--- src/rtl/usb_utmi_rx_pkt.sv ---
// usb_utmi_rx_pkt: UTMI receive packet decoder with PID classing, CRC5/CRC16 checks and CRC-stripped payload stream.
module usb_utmi_rx_pkt #(
    parameter int MAX_PAYLOAD = 1024
) (
    input  logic       clk_i,
    input  logic       rst_i,
    input  logic [7:0] utmi_data_in_i,
    input  logic       utmi_rxvalid_i,
    input  logic       utmi_rxactive_i,
    input  logic       utmi_rxerror_i,
    output logic [3:0] pid_o,
    output logic       token_valid_o,
    output logic [6:0] token_addr_o,
    output logic [3:0] token_ep_o,
    output logic [7:0] data_o,
    output logic       data_valid_o,
    output logic       pkt_end_o,
    output logic       pkt_ok_o,
    output logic [2:0] err_o
);
    localparam int CW = $clog2(MAX_PAYLOAD + 3);
    localparam logic [CW-1:0] LIM = CW'(MAX_PAYLOAD + 2);
    localparam logic [CW-1:0] TWO = CW'(2);
    localparam logic [CW-1:0] ONE = CW'(1);

    typedef enum logic [2:0] {IDLE, PID, TOKEN, DATA, HSK, DISCARD} state_t;

    state_t        state, state_nxt;
    logic          armed;
    logic [2:0]    err, err_set, err_fin;
    logic [CW-1:0] cnt;
    logic [4:0]    crc5;
    logic [15:0]   crc16;
    logic [10:0]   tok;
    logic [7:0]    dly0, dly1, b;
    logic          act, acc, take, start, in_pid, eop, abort, bad_len, emit;
    logic          pid_ok, is_tok, is_dat, is_hsk;

    function automatic logic [4:0] f5(input logic [4:0] c, input logic [7:0] d);
        logic [4:0] r;
        r = c;
        for (int i = 0; i < 8; i++) r = {r[3:0], 1'b0} ^ ((r[4] ^ d[i]) ? 5'h05 : 5'h00);
        return r;
    endfunction

    function automatic logic [15:0] f16(input logic [15:0] c, input logic [7:0] d);
        logic [15:0] r;
        r = c;
        for (int i = 0; i < 8; i++) r = {r[14:0], 1'b0} ^ ((r[15] ^ d[i]) ? 16'h8005 : 16'h0000);
        return r;
    endfunction

    assign b       = utmi_data_in_i;
    assign act     = utmi_rxactive_i;
    assign acc     = act && utmi_rxvalid_i;
    assign take    = acc && !utmi_rxerror_i;
    // the PID byte may already arrive in the cycle rxactive rises
    assign start   = state == IDLE && act && armed;
    assign in_pid  = state == PID || start;
    assign eop     = state != IDLE && !act;
    assign abort   = act && utmi_rxerror_i && (state != IDLE || start);
    assign pid_ok  = b[7:4] == ~b[3:0];
    assign is_tok  = b[1:0] == 2'b01 || b[3:0] == 4'b0100;
    assign is_dat  = b[1:0] == 2'b11;
    assign is_hsk  = b[1:0] == 2'b10;
    assign bad_len = acc && (state == HSK || (state == TOKEN && cnt == TWO) || (state == DATA && cnt == LIM));

    always_ff @(posedge clk_i) begin
        if (!rst_i) begin
            state <= IDLE;
            armed <= 1'b0;
        end else begin
            state <= state_nxt;
            armed <= armed || !act;
        end
    end

    always_comb begin
        state_nxt = state;
        if (eop) state_nxt = IDLE;
        else if (abort) state_nxt = DISCARD;
        else if (in_pid && acc) state_nxt = !pid_ok ? DISCARD : is_tok ? TOKEN : is_dat ? DATA : is_hsk ? HSK : DISCARD;
        else if (start) state_nxt = PID;
        else if (bad_len) state_nxt = DISCARD;
    end

    always_comb begin
        err_set = abort ? 3'd4
                : (in_pid && acc) ? (!pid_ok ? 3'd1 : (is_tok || is_dat || is_hsk) ? 3'd0 : 3'd5)
                : bad_len ? 3'd3 : err;
        err_fin = err != 3'd0 ? err
                : state == PID ? 3'd3
                : state == TOKEN ? (cnt != TWO ? 3'd3 : crc5 != 5'b01100 ? 3'd2 : 3'd0)
                : state == DATA ? (cnt < TWO ? 3'd3 : crc16 != 16'h800D ? 3'd2 : 3'd0)
                : 3'd0;
        emit = take && state == DATA && cnt >= TWO && cnt != LIM;
    end

    always_ff @(posedge clk_i) begin
        if (!rst_i) begin
            err           <= '0;
            cnt           <= '0;
            crc5          <= '0;
            crc16         <= '0;
            tok           <= '0;
            dly0          <= '0;
            dly1          <= '0;
            pid_o         <= '0;
            token_valid_o <= 1'b0;
            token_addr_o  <= '0;
            token_ep_o    <= '0;
            data_o        <= '0;
            data_valid_o  <= 1'b0;
            pkt_end_o     <= 1'b0;
            pkt_ok_o      <= 1'b0;
            err_o         <= '0;
        end else begin
            err           <= eop ? 3'd0 : err_set;
            data_valid_o  <= emit;
            pkt_end_o     <= eop;
            token_valid_o <= 1'b0;
            if (in_pid && take) begin
                cnt   <= '0;
                crc5  <= 5'h1F;
                crc16 <= 16'hFFFF;
                if (pid_ok) pid_o <= b[3:0];
            end
            if (take && state == TOKEN && cnt != TWO) begin
                cnt  <= cnt + ONE;
                crc5 <= f5(crc5, b);
                if (cnt == '0) tok[7:0] <= b;
                else tok[10:8] <= b[2:0];
            end
            // two-byte delay line holds back what may turn out to be the CRC16
            if (take && state == DATA && cnt != LIM) begin
                cnt   <= cnt + ONE;
                crc16 <= f16(crc16, b);
                dly0  <= b;
                dly1  <= dly0;
            end
            if (emit) data_o <= dly1;
            if (eop) begin
                pkt_ok_o <= err_fin == 3'd0;
                err_o    <= err_fin;
                if (state == TOKEN && err_fin == 3'd0) begin
                    token_valid_o <= 1'b1;
                    token_addr_o  <= tok[6:0];
                    token_ep_o    <= tok[10:7];
                end
            end
        end
    end
endmodule

--- config.mk ---
export PLATFORM = sky130hd
export DESIGN_NAME = usb_utmi_rx_pkt
export DESIGN_NICKNAME = d
export VERILOG_FILES = /design/src/rtl/usb_utmi_rx_pkt.sv
export SDC_FILE = /design/constraint.sdc
export NUM_CORES = 1
export LEC_CHECK = 0
export BUFFER_PORTS_ARGS = -buffer_cell sky130_fd_sc_hd__buf_2
export CAP_MARGIN = 30
export CELL_PAD_IN_SITES_DETAIL_PLACEMENT = 0
export CELL_PAD_IN_SITES_GLOBAL_PLACEMENT = 1
export CORE_UTILIZATION = 45
export DETAILED_ROUTE_END_ITERATION = 7
export PLACE_DENSITY_LB_ADDON = 0.1
export SLEW_MARGIN = 0
export SYNTH_ARGS = -nofsm -noshare
export SYNTH_HDL_FRONTEND = slang
export SYNTH_SLANG_ARGS = --single-unit
--- constraint.sdc ---
create_clock -name clk_i -period 4.7 [get_ports clk_i]
set_input_delay 0.94 -clock clk_i [delete_from_list [all_inputs] [get_ports clk_i]]
set_output_delay 0.94 -clock clk_i [all_outputs]
set_load 0.02 [all_outputs]
==> results.sh <==
export IMPL_post_cts_resized=0
export IMPL_cts_buffer_depth=2
export IMPL_gp_congestion=0.827
export IMPL_numCtsBuffers=9
export IMPL_drt_first_pass_iters=4
export IMPL_critPathMaxFanout=11
export IMPL_post_synth_top_area_fraction_pct=42.9
export IMPL_finClkSkew_ps=10.5
export IMPL_antennaDiodeCount=0
export IMPL_finalHoldViolCount=0
export IMPL_path_class="reg2reg"
export IMPL_drt_initial_drc_count=177
export IMPL_antenna_found_initial=0
export IMPL_synth_edf_count=0
export IMPL_routedLengthMet1_microns=4870
export IMPL_synth_seq_cells=96
export IMPL_clkTransAtPathRegs_ps=100
export IMPL_hold_path_class="reg2reg"
export IMPL_root_buffer="clkbuf_8"
export IMPL_die_area_sq_um=10400
export IMPL_grt_pass1_wl_microns=17100
export IMPL_syn_inst=500
export IMPL_vdd_drop_max_v=0.000194
export IMPL_cts_tree="built"
export IMPL_worst_r2r_path_depth=8
export IMPL_setup_viol=0
export IMPL_nets=540
export IMPL_hold_slack_ps=445
export IMPL_min_from="pkt_ok_o"
export IMPL_wl_per_cell_microns=15.7
export IMPL_start_util_pct=46.0
export IMPL_worst_pin_slew_ps=789
export IMPL_synth_fp_nets=516
export IMPL_synth_flop_cell="dfxtp_1"
export IMPL_required_ps=4940
export IMPL_slew_headroom_pct=47.3
export IMPL_core_sq_um=9730
export IMPL_min_path_cells=2
export IMPL_min_period_ps=2690
export IMPL_die_w_microns=102
export IMPL_dr_total_vias=3558
export IMPL_dr_wl_met3_microns=529
export IMPL_ant_nets=0
export IMPL_io_buffers=42
export IMPL_cts_num_sinks=96
export IMPL_drv_cap=0
export IMPL_ys_seq_area_share_pct=42.9
export IMPL_fin_crit_sh_pct=57.3
export IMPL_p_per_area_nw_per_um2=331
export IMPL_r2r_start="cnt[0]"
export IMPL_cts_setup_buffers=0
export IMPL_yosysMostFrequentCell="dfxtp_1"
export IMPL_fill_cells=986
export IMPL_dp_hpwl_microns=6980
export IMPL_gr_usage_all_layers_pct=21.7
export IMPL_area_delta_synth_final_pct=8.88
export IMPL_wl_met2_microns=4870
export IMPL_grt_overflow=0
export IMPL_outcome="finished, final reports clean"
export IMPL_num_io_pins=43
export IMPL_rows=36
export IMPL_clk_insertion_delay_late_ps=370
export IMPL_synth_async_reset_ratio_pct=0
export IMPL_postCtsHoldBufs=0
export IMPL_timing_rr_end="tok[9]"
export IMPL_synthTopCellsByArea="dfxtp_1 (43%), mux2i_1 (7.6%), xnor2_1 (6.1%)"
export IMPL_synthTopCellsByCount="dfxtp_1 (96), nor2_1 (63), nand2_1 (49), a21oi_1 (40), mux2i_1 (34)"
export IMPL_viasPerCell=5.37
export IMPL_min_to="pkt_ok_o"
export IMPL_syn_area_sq_um=4480
export IMPL_timing_fmax_ghz=0.371
export IMPL_power_mw=1.62
export IMPL_syn_area_per_cell_sq_um=8.96
export IMPL_finalMaxSlewViolations=0
export IMPL_p_leak_nw=1.99
export IMPL_drive_gt1_share_pct=14.4
export IMPL_cp_data_arrival_time_ps=2930
export IMPL_ys_types=55
export IMPL_rrSetupSlack_ps=2010
export IMPL_grt_pass1_vias=3312
export IMPL_die_h_microns=102
export IMPL_wl_microns=10400
export IMPL_yosys_warnings=0
export IMPL_setup_tns_ps=0
export IMPL_drc=0
export IMPL_rsz0062_at_grt="no"
export IMPL_critPathCaptureType="flip-flop"
export IMPL_startpoint_type="flip-flop"
export IMPL_yosys_area_top_type="dfxtp_1"
export IMPL_cts_htree_levels=3
export IMPL_grt_max_degree=57
export IMPL_routed_top_layer="met4"
==> worst max-delay path by stage <==
stage,from,endpoint,slack [ps],depth (start not counted)
final,cnt[0],tok[9],2010,8
after global routing,cnt[0],tok[9],1730,8
after CTS,cnt[0],tok[9],2020,8
after detailed placement,utmi_rxactive_i,tok[9],1830,7
after global placement,utmi_rxactive_i,tok[8],1860,7
after floorplan,utmi_rxactive_i,pid_o[1],2250,8
==> through the flow <==
stage               setup slack (ps)  std cells  util [%]  area (sq um)
finish                          2010        662      50.1          4880
global route                    1730        662      50.1          4880
CTS                             2020        662      50.1          4880
detailed placement              1830        646      48.0          4670
global placement                1860        645      47.9          4660
floorplan                       2250        500         -          4480
==> state kept, by name, summed over array words and instances, names as in the netlist, 4 cells and up <==
| signal | cells |
|---|---|
| cnt | 11 |
| dly0 | 8 |
| dly1 | 8 |
| token_ep_o | 4 |
| crc16 | 16 |
| crc5 | 5 |
| token_addr_o | 7 |
| pid_o | 4 |
| tok | 11 |
| data_o | 8 |
==> layer usage <==
metal | global-route usage (%) | vias up
met3 | 4.21 | 11
met1 | 29.8 | 1680
met5 | 0 | -
li1 | - | 1788
met2 | 33.9 | 79
met4 | 7.69 | 0
==> layout make-up <==
type                       instances  area, sq um  share of cell area (%)
timing repair buffer              47          248                    5.08
tap                              133          166                    3.41
sequential                        96         1920                    39.4
multi-input combinational        361         2300                    47.2
clock buffer                      11          141                    2.90
inverter                           9         33.8                   0.693
clock inverter                     5         63.8                    1.31
==> cells in the final DEF, fill, tap and decap left out, types with 8 or more instances in the layout <==
cell	instances
nor3_1	26
xor2_1	10
a21oi_1	40
inv_1	8
o31ai_1	9
mux2i_1	34
a211oi_1	9
clkbuf_8	10
buf_2	42
dfxtp_1	96
nand2_1	49
o21ai_0	12
nor2_1	63
xnor2_1	31
==> critical path, cell delays in order (launching register included) <==
cell     delay [ps]
dfxtp_1         410
inv_1            90
ha_1            240
nor2b_1         140
a311o_2         440
nor2_1          570
o21ai_0         390
mux2i_1         230
nor2_1           60
==> power breakdown <==
part	internal [mW]	switching, mW	leakage, nW
combinational	0.0863	0.109	1.12
clock	0.266	0.307	0.101
sequential	0.828	0.0203	0.775
==> logic make-up after synthesis <==
logic type | after synthesis | synth area share (%)
compound gates | 97 | 13.9
xor+xnor | 43 | 9.02
fa+ha+maj | 3 | 0.838
buf+inv | 43 | 5.70
flops | 96 | 42.9
mux | 34 | 7.60
simple gates | 184 | 20.0
(Power assumes the default switching activity.)
